File: config.mk
export PLATFORM = sky130hd
export DESIGN_NAME = dbg_uart_streamer
export DESIGN_NICKNAME = d
export VERILOG_FILES = /design/src/rtl/dbg_stream_pkg.sv /design/src/rtl/dbg_tick_gen.sv /design/src/rtl/dbg_uart_streamer.sv
export SDC_FILE = /design/constraint.sdc
export NUM_CORES = 1
export LEC_CHECK = 0
export BUFFER_PORTS_ARGS = -buffer_cell sky130_fd_sc_hd__buf_2
export CORE_MARGIN = 5
export CORE_UTILIZATION = 58
export CTS_BUF_LIST = sky130_fd_sc_hd__clkbuf_4
export DETAILED_ROUTE_END_ITERATION = 8
export PLACE_DENSITY_LB_ADDON = 0.25
export SETUP_SLACK_MARGIN = 0.5
export SYNTH_ARGS = -nofsm -noshare
export SYNTH_HDL_FRONTEND = slang
export SYNTH_SLANG_ARGS = --single-unit
export TNS_END_PERCENT = 20
File: constraint.sdc
create_clock -name clk -period 2.8 [get_ports clk]
set_input_delay 0.28 -clock clk [delete_from_list [all_inputs] [get_ports clk]]
set_output_delay 0.28 -clock clk [all_outputs]
set_load 0.02 [all_outputs]
File: src/rtl/dbg_stream_pkg.sv
// Shared types and helpers for the framed debug telemetry UART streamer.
package dbg_stream_pkg;

    typedef enum logic [1:0] {
        IDLE      = 2'd0,
        SEND      = 2'd1,
        WAIT_ACK  = 2'd2,
        WAIT_DONE = 2'd3
    } stream_state_e;

    localparam logic [7:0] SYNC_DEFAULT = 8'hA5;

    // Sync byte + sequence byte + payload + checksum byte
    function automatic int frame_len(input int num_ch, input int data_w);
        return 3 + num_ch * (data_w / 8);
    endfunction

    function automatic logic [7:0] chk_accum(input logic [7:0] chk, input logic [7:0] b);
        return chk ^ b;
    endfunction

endpackage

File: src/rtl/dbg_tick_gen.sv
// Snapshot period timer: counts 0..PERIOD-1 while enabled, tick on the last count.
module dbg_tick_gen
#(
    parameter int PERIOD = 10000
) (
    input  logic clk,
    input  logic rst,
    input  logic enable,
    output logic tick
);
    localparam int               CNT_W = $clog2(PERIOD);
    localparam logic [CNT_W-1:0] LAST  = CNT_W'(PERIOD - 1);

    logic [CNT_W-1:0] timer_r;

    // Period counter, held at zero while disabled
    always_ff @(posedge clk) begin
        if (rst) begin
            timer_r <= '0;
        end else if (!enable) begin
            timer_r <= '0;
        end else if (timer_r == LAST) begin
            timer_r <= '0;
        end else begin
            timer_r <= timer_r + CNT_W'(1);
        end
    end

    assign tick = enable && (timer_r == LAST);

endmodule

File: src/rtl/dbg_uart_streamer.sv
// Periodic / on-demand framed debug telemetry streamer feeding a byte-wide UART transmitter.
module dbg_uart_streamer
    import dbg_stream_pkg::*;
#(
    parameter int         NUM_CH    = 2,
    parameter int         DATA_W    = 32,
    parameter int         PERIOD    = 10000,
    parameter logic [7:0] SYNC_BYTE = SYNC_DEFAULT,
    parameter int         ACK_TO    = 16
) (
    input  logic                     clk,
    input  logic                     rst,
    input  logic                     enable,
    input  logic                     trigger,
    input  logic [NUM_CH*DATA_W-1:0] dbg_data,
    input  logic                     uart_tx_busy,
    output logic                     uart_tx_en,
    output logic [7:0]               uart_tx_data,
    output logic                     frame_active,
    output logic [7:0]               overrun_cnt,
    output logic                     ack_err
);
    localparam int               FRAME_LEN = frame_len(NUM_CH, DATA_W);
    localparam int               IDX_W     = $clog2(FRAME_LEN);
    localparam int               ACK_W     = $clog2(ACK_TO + 1);
    localparam logic [IDX_W-1:0] LAST_IDX  = IDX_W'(FRAME_LEN - 1);
    localparam logic [ACK_W-1:0] ACK_LAST  = ACK_W'(ACK_TO - 1);

    stream_state_e             state_r;
    stream_state_e             state_nxt_s;
    logic                      tick_s;
    logic                      req_s;
    logic                      capture_s;
    logic                      issue_s;
    logic                      next_byte_s;
    logic                      done_s;
    logic                      abort_s;
    logic                      last_s;
    logic                      data_byte_s;
    logic [7:0]                cur_byte_s;
    logic [IDX_W-1:0]          byte_idx_r;
    logic [NUM_CH*DATA_W-1:0]  snap_r;
    logic [7:0]                chk_r;
    logic [7:0]                seq_r;
    logic [ACK_W-1:0]          ack_cnt_r;

    dbg_tick_gen #(
        .PERIOD (PERIOD)
    ) u_tick_gen (
        .clk    (clk),
        .rst    (rst),
        .enable (enable),
        .tick   (tick_s)
    );

    assign req_s       = (tick_s || trigger) && enable;
    assign last_s      = (byte_idx_r == LAST_IDX);
    assign data_byte_s = (byte_idx_r >= IDX_W'(2)) && !last_s;

    // Snapshot is consumed by shifting, so the next payload byte is always in the low lane
    always_comb begin
        cur_byte_s = snap_r[7:0];
        if (byte_idx_r == IDX_W'(0)) begin
            cur_byte_s = SYNC_BYTE;
        end else if (byte_idx_r == IDX_W'(1)) begin
            cur_byte_s = seq_r;
        end else if (last_s) begin
            cur_byte_s = chk_r;
        end else begin
            cur_byte_s = snap_r[7:0];
        end
    end

    // Next-state and per-cycle control strobes
    always_comb begin
        state_nxt_s = state_r;
        capture_s   = 1'b0;
        issue_s     = 1'b0;
        next_byte_s = 1'b0;
        done_s      = 1'b0;
        abort_s     = 1'b0;
        case (state_r)
            IDLE: begin
                if (req_s) begin
                    capture_s   = 1'b1;
                    state_nxt_s = SEND;
                end else begin
                    state_nxt_s = IDLE;
                end
            end
            SEND: begin
                if (!uart_tx_busy) begin
                    issue_s     = 1'b1;
                    state_nxt_s = WAIT_ACK;
                end else begin
                    state_nxt_s = SEND;
                end
            end
            WAIT_ACK: begin
                if (uart_tx_busy) begin
                    state_nxt_s = WAIT_DONE;
                end else if (ack_cnt_r == ACK_LAST) begin
                    abort_s     = 1'b1;
                    state_nxt_s = IDLE;
                end else begin
                    state_nxt_s = WAIT_ACK;
                end
            end
            WAIT_DONE: begin
                if (!uart_tx_busy) begin
                    if (last_s) begin
                        done_s      = 1'b1;
                        state_nxt_s = IDLE;
                    end else begin
                        next_byte_s = 1'b1;
                        state_nxt_s = SEND;
                    end
                end else begin
                    state_nxt_s = WAIT_DONE;
                end
            end
            default: begin
                state_nxt_s = IDLE;
            end
        endcase
    end

    // State, datapath and registered outputs
    always_ff @(posedge clk) begin
        if (rst) begin
            state_r      <= IDLE;
            uart_tx_en   <= 1'b0;
            uart_tx_data <= 8'h00;
            frame_active <= 1'b0;
            overrun_cnt  <= 8'h00;
            ack_err      <= 1'b0;
            seq_r        <= 8'h00;
            chk_r        <= 8'h00;
            byte_idx_r   <= '0;
            snap_r       <= '0;
            ack_cnt_r    <= '0;
        end else begin
            state_r    <= state_nxt_s;
            uart_tx_en <= issue_s;
            ack_cnt_r  <= (state_r == WAIT_ACK) ? ack_cnt_r + ACK_W'(1) : '0;
            if (capture_s) begin
                snap_r       <= dbg_data;
                byte_idx_r   <= '0;
                chk_r        <= 8'h00;
                frame_active <= 1'b1;
            end
            if (issue_s) begin
                uart_tx_data <= cur_byte_s;
                if ((byte_idx_r != IDX_W'(0)) && !last_s) begin
                    chk_r <= chk_accum(chk_r, cur_byte_s);
                end
                if (data_byte_s) begin
                    snap_r <= snap_r >> 8;
                end
            end
            if (next_byte_s) begin
                byte_idx_r <= byte_idx_r + IDX_W'(1);
            end
            if (done_s) begin
                frame_active <= 1'b0;
                seq_r        <= seq_r + 8'd1;
            end
            if (abort_s) begin
                frame_active <= 1'b0;
                ack_err      <= 1'b1;
            end
            // Requests landing outside IDLE (including the return-to-IDLE cycle) are dropped
            if (req_s && (state_r != IDLE) && (overrun_cnt != 8'hFF)) begin
                overrun_cnt <= overrun_cnt + 8'd1;
            end
        end
    end

endmodule

## Word-level counts from Yosys, hierarchy flattened

Index checks and enable logic that the tools add are counted.

- Add/sub/neg operators: 5
- $lt $le $gt $ge: 1
- Eq/ne operators: 8
- Multiplexer cells: 31
- Bitwise operators: 3
- Reductions and logical operators: 16

Operator list:

| cell | number |
|---|---|
| $mux W64 | 3 |
| $mux W8 | 6 |
| $add A8 B1 Y8 const B | 2 |
| $mux W1 | 15 |
| $add A14 B1 Y14 const B | 1 |
| $eq A14 B14 Y1 const B | 1 |
| $mux W2 | 4 |
| $mux W4 | 2 |
| $ne A8 B8 Y1 const B | 1 |
| $pmux W2 S4 | 1 |
| $xor A8 B8 Y8 | 1 |
| $logic_and A1 B1 Y1 | 6 |
| $reduce_or A3 Y1 | 2 |
| $add A5 B1 Y5 const B | 1 |
| $eq A5 B4 Y1 const B | 1 |
| $add A4 B1 Y4 const B | 1 |
| $eq A2 B2 Y1 const B | 2 |
| $eq A4 B1 Y1 const B | 1 |
| $eq A4 B4 Y1 const B | 1 |
| $ge A4 B2 Y1 const B | 1 |
| $logic_not A4 Y1 | 1 |
| $reduce_bool A2 Y1 | 2 |
| $reduce_bool A4 Y1 | 1 |
| $eq A2 B1 Y1 const B | 1 |
| other kinds (5) | 6 |

- Register bits after elaboration: 124
- Input port bits: 69
- Output and inout bits: 19
- Logic and storage cells: 76

## Longest topological paths before layout

Gate-level depths: netlist of the first run.

- Word-level depth: 9
- Mapped depth: 9
- Depth with buffers taken out: 7

## Cells and area by module

Synthesis of the first run repeated with hierarchy kept, for this count alone.

- Cell total of the unflattened synthesis: 559
- Area, all modules: 5,671.7 um^2

By module, submodules not included:

| module | instances | cells each | area an instance (um^2) | sequential area each (um^2) |
|---|---|---|---|---|
| dbg_uart_streamer | 1 | 488 | 5,033.6 | 2,202.1 |
| dbg_tick_gen | 1 | 71 | 638.1 | 280.3 |

## Least setup slack after synthesis of the first run

Ideal clock, no wire load.

- Kind: register to register
- Start point: reg u_tick_gen.timer_r[0]
- End point: reg snap_r[10]
- Library setup time: 0.128 ns
- Arrival: 1.824 ns
- Required time: 2.672 ns
- Setup slack: 0.849 ns
- Cell stages (with the launch flop): 10
- Path buffers: 3
- Period minus slack after synthesis: 1.951 ns
- Cell sequence: dfxtp_1 -> ha_1 -> and3_1 -> buf_2 -> a41oi_4 -> or3_1 -> buf_6 -> buf_8 -> mux2i_1 -> o21ai_1

- Cells in the longest elaborated chain, start to end: 9

RTL lines:

| element | line | RTL |
|---|---|---|
| start, declared | dbg_tick_gen.sv:14 | `logic [CNT_W-1:0] timer_r;` |
| start signal, assigned | dbg_tick_gen.sv:25 | `timer_r <= timer_r + CNT_W'(1);` |
| $eq A14 B14 Y1 (*) | dbg_tick_gen.sv:29 | `assign tick = enable && (timer_r == LAST);` |
| $logic_and A1 B1 Y1 (*) | dbg_tick_gen.sv:29 |  |
| $logic_or A1 B1 Y1 (*) | dbg_uart_streamer.sv:56 | `assign req_s = (tick_s \|\| trigger) && enable;` |
| $logic_and A1 B1 Y1 (*) | dbg_uart_streamer.sv:56 |  |
| $mux W1 (*) | dbg_uart_streamer.sv:84 | `if (req_s) begin` |
| $mux W1 (*) | dbg_uart_streamer.sv:82 | `case (state_r)` |
| $mux W64 (*) | dbg_uart_streamer.sv:146 | `if (capture_s) begin` |
| $mux W64 | dbg_uart_streamer.sv:157 | `if (data_byte_s) begin` |
| $mux W64 (*) | dbg_uart_streamer.sv:152 | `if (issue_s) begin` |
| end signal, assigned | dbg_uart_streamer.sv:147 | `snap_r <= dbg_data;` |
| end signal, assigned | dbg_uart_streamer.sv:158 | `snap_r <= snap_r >> 8;` |
| end, declared | dbg_uart_streamer.sv:42 | `logic [NUM_CH*DATA_W-1:0] snap_r;` |

Mark *: on every way between the ends. The rest lies on a longest branch, timed or not.
A chain may end at the register's enable or synchronous reset.

## Final worst setup path of the first run

- Start point: reg u_tick_gen.timer_r[0]
- End point: reg snap_r[39]

Same word-level chain as after synthesis.

==> results of run 1 <==
==> metal layers <==
layer  wire length, um  part of all wire [%]  vias to the layer above  GRT usage [%]
met2              6270                    52                      138           38.3
met1              5030                    41                     2156           25.1
li1                  -                     -                     2257              -
met3               769                   6.3                        5           6.14
met4                72                  0.59                        0           4.20
met5                 0                     0                        -              0
==> flip-flops by register name, indices dropped and copies added (netlist names), 2 cells and up <==
signal,cells
ack_cnt_r,5
overrun_cnt,8
state_r,2
chk_r,8
seq_r,8
snap_r,64
u_tick_gen.timer_r,14
uart_tx_data,8
byte_idx_r,4
==> power breakdown <==
part,switching (W),leakage (nW),internal [W]
clock,0.000643,0.144,0.000615
sequential,0.0000364,1.01,0.00182
combinational,0.000153,1.55,0.000141
==> critical path, stage by stage, from the launching register on <==
cell,delay [ns]
dfxtp_1,0.34
ha_1,0.22
and3_1,0.27
a41oi_4,0.34
or3_4,0.29
buf_12,0.27
mux2i_1,0.25
o21ai_1,0.07
==> worst min-delay path by stage <==
stage / to / slack (ns) / depth (start not counted)
after floorplan: u_tick_gen.timer_r[0]$_SDFF_PP0_ / 0.41 / 1
after global placement: u_tick_gen.timer_r[0]$_SDFF_PP0_ / 0.42 / 1
after detailed placement: ack_cnt_r[0]$_SDFF_PP0_ / 0.44 / 1
after CTS: snap_r[59]$_SDFF_PP0_ / 0.00006 / 3
after global routing: snap_r[20]$_SDFF_PP0_ / 0.01 / 3
final: snap_r[33]$_SDFF_PP0_ / 0.04 / 3
==> cell usage after synthesis, types with 4 or more instances <==
| cell type | instances | area [um^2] |
|---|---|---|
| mux2i_1 | 62 | 621 |
| nand3_1 | 19 | 95.1 |
| xnor2_1 | 15 | 131 |
| inv_1 | 5 | 18.8 |
| clkbuf_1 | 19 | 71.3 |
| and3_1 | 11 | 68.8 |
| nand4_1 | 9 | 56.3 |
| o21ai_1 | 54 | 270 |
| nand2_1 | 101 | 379 |
| buf_8 | 5 | 75.1 |
| nor4_1 | 4 | 25.0 |
| xor2_1 | 18 | 158 |
| o21ai_0 | 10 | 50.1 |
| a21oi_1 | 17 | 85.1 |
| dfxtp_1 | 124 | 2480 |
| o211ai_1 | 5 | 37.5 |
| nor2_1 | 52 | 195 |
| buf_2 | 10 | 50.1 |
| ha_1 | 9 | 113 |
| nor3_1 | 9 | 45.0 |
| a211oi_1 | 4 | 30.0 |
| or3_1 | 6 | 37.5 |
==> final cells by class <==
| cell class | instances | area share (%) |
|---|---|---|
| multi-input combinational | 436 | 42.8 |
| tap | 111 | 2.21 |
| clock inverter | 13 | 2.39 |
| sequential | 124 | 39.6 |
| clock buffer | 18 | 2.15 |
| inverter | 5 | 0.299 |
| timing repair buffer | 108 | 10.6 |
==> stage by stage <==
step	total power (W)	instances	hold slack [ns]	area, um^2
after detailed placement	0.00218	773	0.438	5890
after floorplan	0.00209	604	0.413	5410
after global placement	0.00217	773	0.422	5890
after global routing	0.00356	815	0.0113	6270
after CTS	0.00343	809	0.0000560	6220
final	0.00341	815	0.0417	6270
==> cell families after synthesis <==
family                   count (synthesis)  share of synthesized area, %
multiplexers                            62                          11.5
AO/OA/AOI/OAI                          103                          11.1
flip-flops                             124                          45.9
adder cells (fa/ha/maj)                  9                          2.08
AND/OR/NAND/NOR                        229                          19.5
XOR/XNOR                                33                          5.34
buffers and inverters                   44                          4.74
==> repair_timing <==
item / CTS / global route
endpoints found under the setup margin: 0 / 45
hold endpoints to repair: 5 / 3
setup buffers: 0 / 3
hold buffers: 5 / 3
==> metrics.yaml, run 1 <==
place.gp.congestion: 0.826
hold_path.class: "in -> reg"
multi_input_area_um2: 2690
antenna_found_initial: 0
initialDrtViolationCount: 280
htreeDepth: 4
grt_max_degree: 47
synth_nets: 682
fin_skew_ns: 0.0240
die_w_um: 107
critPathCaptureType: "flip-flop"
antenna_cells: 0
cts.path.max_buffers: 2
rows: 35
viasPerCell: 5.59
boundaryPins: 88
clock-root-buffer: "clkbuf_4"
wl_per_cell_um: 14.9
drtAntennaViolNets: 0
synth.avg_cell_area_um2: 8.96
finalSetupTns_ns: 0
path_class: "reg -> reg"
clk_pin_slew_ns: 0.12
mostFrequentLayoutCells: "124 x dfxtp_1, 101 x nand2_1, 87 x buf_2, 62 x mux2i_1, 54 x o21ai_1"
drt-total-wl_um: 12100
numCtsBuffers: 17
hold_viol: 0
cts.sinks: 124
grt_pass1_vias: 4319
start_util_pct: 59.1
firstDrtPassIters: 5
clk_latency_ns: 0.49
period_needed_ns: 2.17
synth_edf_count: 0
die_area_um2: 11400
startpoint_type: "flip-flop"
cts_tree: "built"
rr_endpoint: "snap_r[39]$_SDFF_PP0_"
syn_inst: 604
min-delay-start: "dbg_data[33]"
critPathRequiredTime_ns: 3.18
fin_util_pct: 68.5
portBuffers: 87
globalRouteOverflowTotal: 0
place_hpwl_um: 8470
ys_seq_elements: 124
max-vdd-ir-drop_uv: 455
cts.repair.resized: 0
area_growth_pct: 15.9
synth_cell_types: 46
tightest_slew_ns: 0.679
ys.flop_type: "dfxtp_1"
grt_setup_unrepaired: "yes"
r2r_start: "u_tick_gen.timer_r[0]$_SDFF_PP0_"
cp-startpoint: "u_tick_gen.timer_r[0]$_SDFF_PP0_"
ys_warn_count: 0
drive_above_1_share_pct: 19.3
grt_pass1_wl_um: 19800
grt_use_total_pct: 21.2
die_h_um: 107
power_density_nw_per_um2: 544
worstPathArrival_ns: 2.54
drc: 0
synth_area_um2: 5410
drv_cap: 0
fmax_mhz: 462
nFillCells: 760
dp_worst_setup_slack_ns: 0.604
p_leak_nw: 2.70
final_nets: 770
worst-path-max-fanout: 38
cp-endpoint: "snap_r[39]$_SDFF_PP0_"
rrSetupSlack_ns: 0.63
ys_seq_area_share_pct: 45.9
rr_worst_depth: 7
seqCellArea_um2: 2480
status: "finished, final reports clean"
layout_commonest_cell: "dfxtp_1"
core_um2: 9150
fin_crit_sh_pct: 77.4
async_reset_ff_share_pct: 0
max-slew-margin-rel_pct: 54.6
worst_slack_ns: 0.634
vias: 4556
setup_viol_count_final: 0
finalMaxSlewViolations: 0
(Power assumes the default switching activity.)
==> inputs of run 2 (changes only) <==
--- a/config.mk
+++ b/config.mk
@@ -7,7 +7,7 @@
 export LEC_CHECK = 0
 export BUFFER_PORTS_ARGS = -buffer_cell sky130_fd_sc_hd__buf_2
 export CORE_MARGIN = 5
-export CORE_UTILIZATION = 58
+export CORE_UTILIZATION = 53
 export CTS_BUF_LIST = sky130_fd_sc_hd__clkbuf_4
 export DETAILED_ROUTE_END_ITERATION = 8
 export PLACE_DENSITY_LB_ADDON = 0.25
==> constraint.sdc (replaced) <==
create_clock -name clk -period 1.79 [get_ports clk]
set_input_delay 0.179 -clock clk [delete_from_list [all_inputs] [get_ports clk]]
set_output_delay 0.179 -clock clk [all_outputs]
set_load 0.02 [all_outputs]
==> run 2 against run 1 <==
  * Power is 55% higher
  * Global-route usage rose by 2.5 points
  * Routed wire length grew 23%
  * Non-clock buffer count up 84
  * Clock power rose by 37%
  * Hold slack worse by 0.047 ns
  * The flow now finishes with violations (negative hold slack, negative setup slack)
  * Largest cell class unchanged
  * Clock skew decreased by 0.0048 ns
  * Critical path depth decreased by 1
  * Setup slack got worse by 0.83 ns
  * Register-to-register slack got worse by 0.83 ns
  * Via count increased by 9.5%
==> metrics.yaml, run 2 (synthesized netlist as in run 1, its figures left out) <==
placedCellCount: 821  # +6.2%
area_growth_pct: 37.9
path_class: "reg -> reg"
violations: "negative hold slack, negative setup slack"
critPathRequiredTime_ns: 2.24  # -0.94 ns
max-slew-margin-rel_pct: 70.2  # +16 points
worst_slack_ns: -0.193  # -0.827 ns
viasPerCell: 5.41  # -3.2%
drtAntennaViolNets: 0  # unchanged
drv_cap: 0  # unchanged
finalSetupTns_ns: -4.75  # -4.75 ns
vias: 4991  # +9.5%
grt_setup_unrepaired: "yes"
worst-path-max-fanout: 41  # +7.9%
drive_above_1_share_pct: 29.3  # +10 points
place_hpwl_um: 8910  # +5.2%
start_util_pct: 54.9  # -4.3 points
rows: 36  # +2.9%
setup_viol_count_final: 67  # +67
rrSetupSlack_ns: -0.19  # -0.83 ns
drt-total-wl_um: 15000  # +23%
hold_path.class: "in -> reg"
clock-root-buffer: "clkbuf_4"
hold_viol: 1  # +1
globalRouteOverflowTotal: 0  # unchanged
finalMaxSlewViolations: 0  # unchanged
htreeDepth: 4  # unchanged
firstDrtPassIters: 5  # unchanged
fmax_mhz: 504  # +9.2%
antenna_cells: 0  # unchanged
final_nets: 854  # +11%
startpoint_type: "flip-flop"
grt_pass1_vias: 5114  # +18%
hold_depth: 3  # unchanged
timing.hold.ws_ns: -0.00519  # -0.0469 ns
status: "finished with violations"
fin_cells: 922  # +13%
fin_skew_ns: 0.0192  # -0.00482 ns
cp-startpoint: "u_tick_gen.timer_r[7]$_SDFF_PP0_"
numCtsBuffers: 17  # unchanged
cpPeakStageDelay_ns: 0.43  # +0.09 ns
grt_max_degree: 42  # -11%
path_cells: "nor4_4, a41oi_4, or3_4, buf_12, mux2i_2, o21ai_1"
critPathCaptureType: "flip-flop"
cts.path.max_buffers: 2  # unchanged
cts_tree: "built"
layout_commonest_cell: "dfxtp_1"
die_area_um2: 12300  # +8.5%
period_needed_ns: 1.98  # -0.183 ns
worstPathArrival_ns: 2.43  # -0.11 ns
mostFrequentLayoutCells: "109 x dfxtp_1, 95 x nand2_1, 77 x buf_2, 66 x dlygate4sd3_1, 57 x o21ai_1"
place.gp.congestion: 0.811  # -1.8%
clk_latency_ns: 0.55  # +0.06 ns
fin_crit_sh_pct: 111  # +33 points
rr_endpoint: "snap_r[51]$_SDFF_PP0_"
rr_worst_depth: 6  # -1
core_um2: 9860  # +7.8%
dp_worst_setup_slack_ns: -0.0731  # -0.677 ns
largest_reg_flops: 64  # unchanged
r2r_start: "u_tick_gen.timer_r[7]$_SDFF_PP0_"
portBuffers: 87  # unchanged
power_density_nw_per_um2: 708  # +30%
cts.sinks: 124  # unchanged
postCtsHoldBufs: 66  # +61
die_h_um: 111  # +4.2%
antenna_found_initial: 0  # unchanged
initialDrtViolationCount: 345  # +23%
tightest_slew_ns: 0.446  # -0.233 ns
drc: 0  # unchanged
max-vdd-ir-drop_uv: 579  # +27%
reg_top3: "snap_r x64, u_tick_gen.timer_r x14"
grt_use_total_pct: 23.7  # +2.5 points
clk_pin_slew_ns: 0.11  # about the same
wl_per_cell_um: 16.3  # +9.2%
grt_pass1_wl_um: 24000  # +21%
p_leak_nw: 3.13  # +16%
cp-endpoint: "snap_r[51]$_SDFF_PP0_"
cp_slowest_cell: "or3_4"
die_w_um: 111  # +4.2%
largest-register: "snap_r"
boundaryPins: 88  # unchanged
[run 2: area by class of cell]
cell class | instances | area [um^2]
clock inverters | 11 | 77.6
repair buffers | 192 | 1530
inverters | 5 | 21.3
clock buffers | 21 | 158
well taps | 133 | 166
fillers | 643 | 2400
flip-flops and latches | 124 | 2510
multi-input cells | 436 | 3010
[run 2: worst min path at each step]
stage                                                 from                          endpoint  slack [ns]
final                                         uart_tx_busy             uart_tx_en$_SDFF_PP0_      -0.005
after global routing                          uart_tx_busy             uart_tx_en$_SDFF_PP0_       -0.02
after CTS                                     uart_tx_busy             uart_tx_en$_SDFF_PP0_        0.04
after detailed placement  u_tick_gen.timer_r[0]$_SDFF_PP0_  u_tick_gen.timer_r[0]$_SDFF_PP0_        0.43
after global placement    u_tick_gen.timer_r[0]$_SDFF_PP0_  u_tick_gen.timer_r[0]$_SDFF_PP0_        0.42
after floorplan                               dbg_data[56]             snap_r[56]$_SDFF_PP0_        0.31
[run 2: power breakdown]
part / switching (W) / total (W) / internal [W]
clock network: 0.00101 / 0.00173 / 0.000718
registers: 0.0000656 / 0.00291 / 0.00284
logic: 0.000308 / 0.000653 / 0.000345
total: 0.00138 / 0.00529 / 0.00391
[run 2: worst max-delay path: cells and delay by family (launching register included)]
family,cells,cell delay (ns)
compound gates,2,0.27
buf+inv,1,0.21
flops,1,0.34
mux,1,0.26
simple gates,2,0.78
[run 2: timing repair]
item / in CTS / in global routing
setup buffers: 2 / 1
hold endpoints to repair: 68 / 1
setup endpoints to repair: 126 / 127
gates resized for setup: 60 / 54
pin swaps: 32 / 46
[run 2: per-layer routing]
layer  share of wire [%]  up-vias  track usage (%)  wire length, um
li1                    -     2436                -                -
met1                  39     2340             26.3             5840
met2                  53      158             42.0             7880
met3                 4.8       57             6.55              727
met4                 3.7        0             11.0              548
met5                   0        -                0                0
[run 2: through the flow]
| stage | cell area [um^2] | total power, W | util (%) |
|---|---|---|---|
| after global placement | 6120 | 0.00341 | 62.1 |
| after detailed placement | 6120 | 0.00343 | 62.1 |
| after CTS | 7260 | 0.00525 | 73.6 |
| after global routing | 7470 | 0.00550 | 75.7 |
| final | 7470 | 0.00529 | 75.7 |
| after floorplan | 5440 | 0.00327 | - |
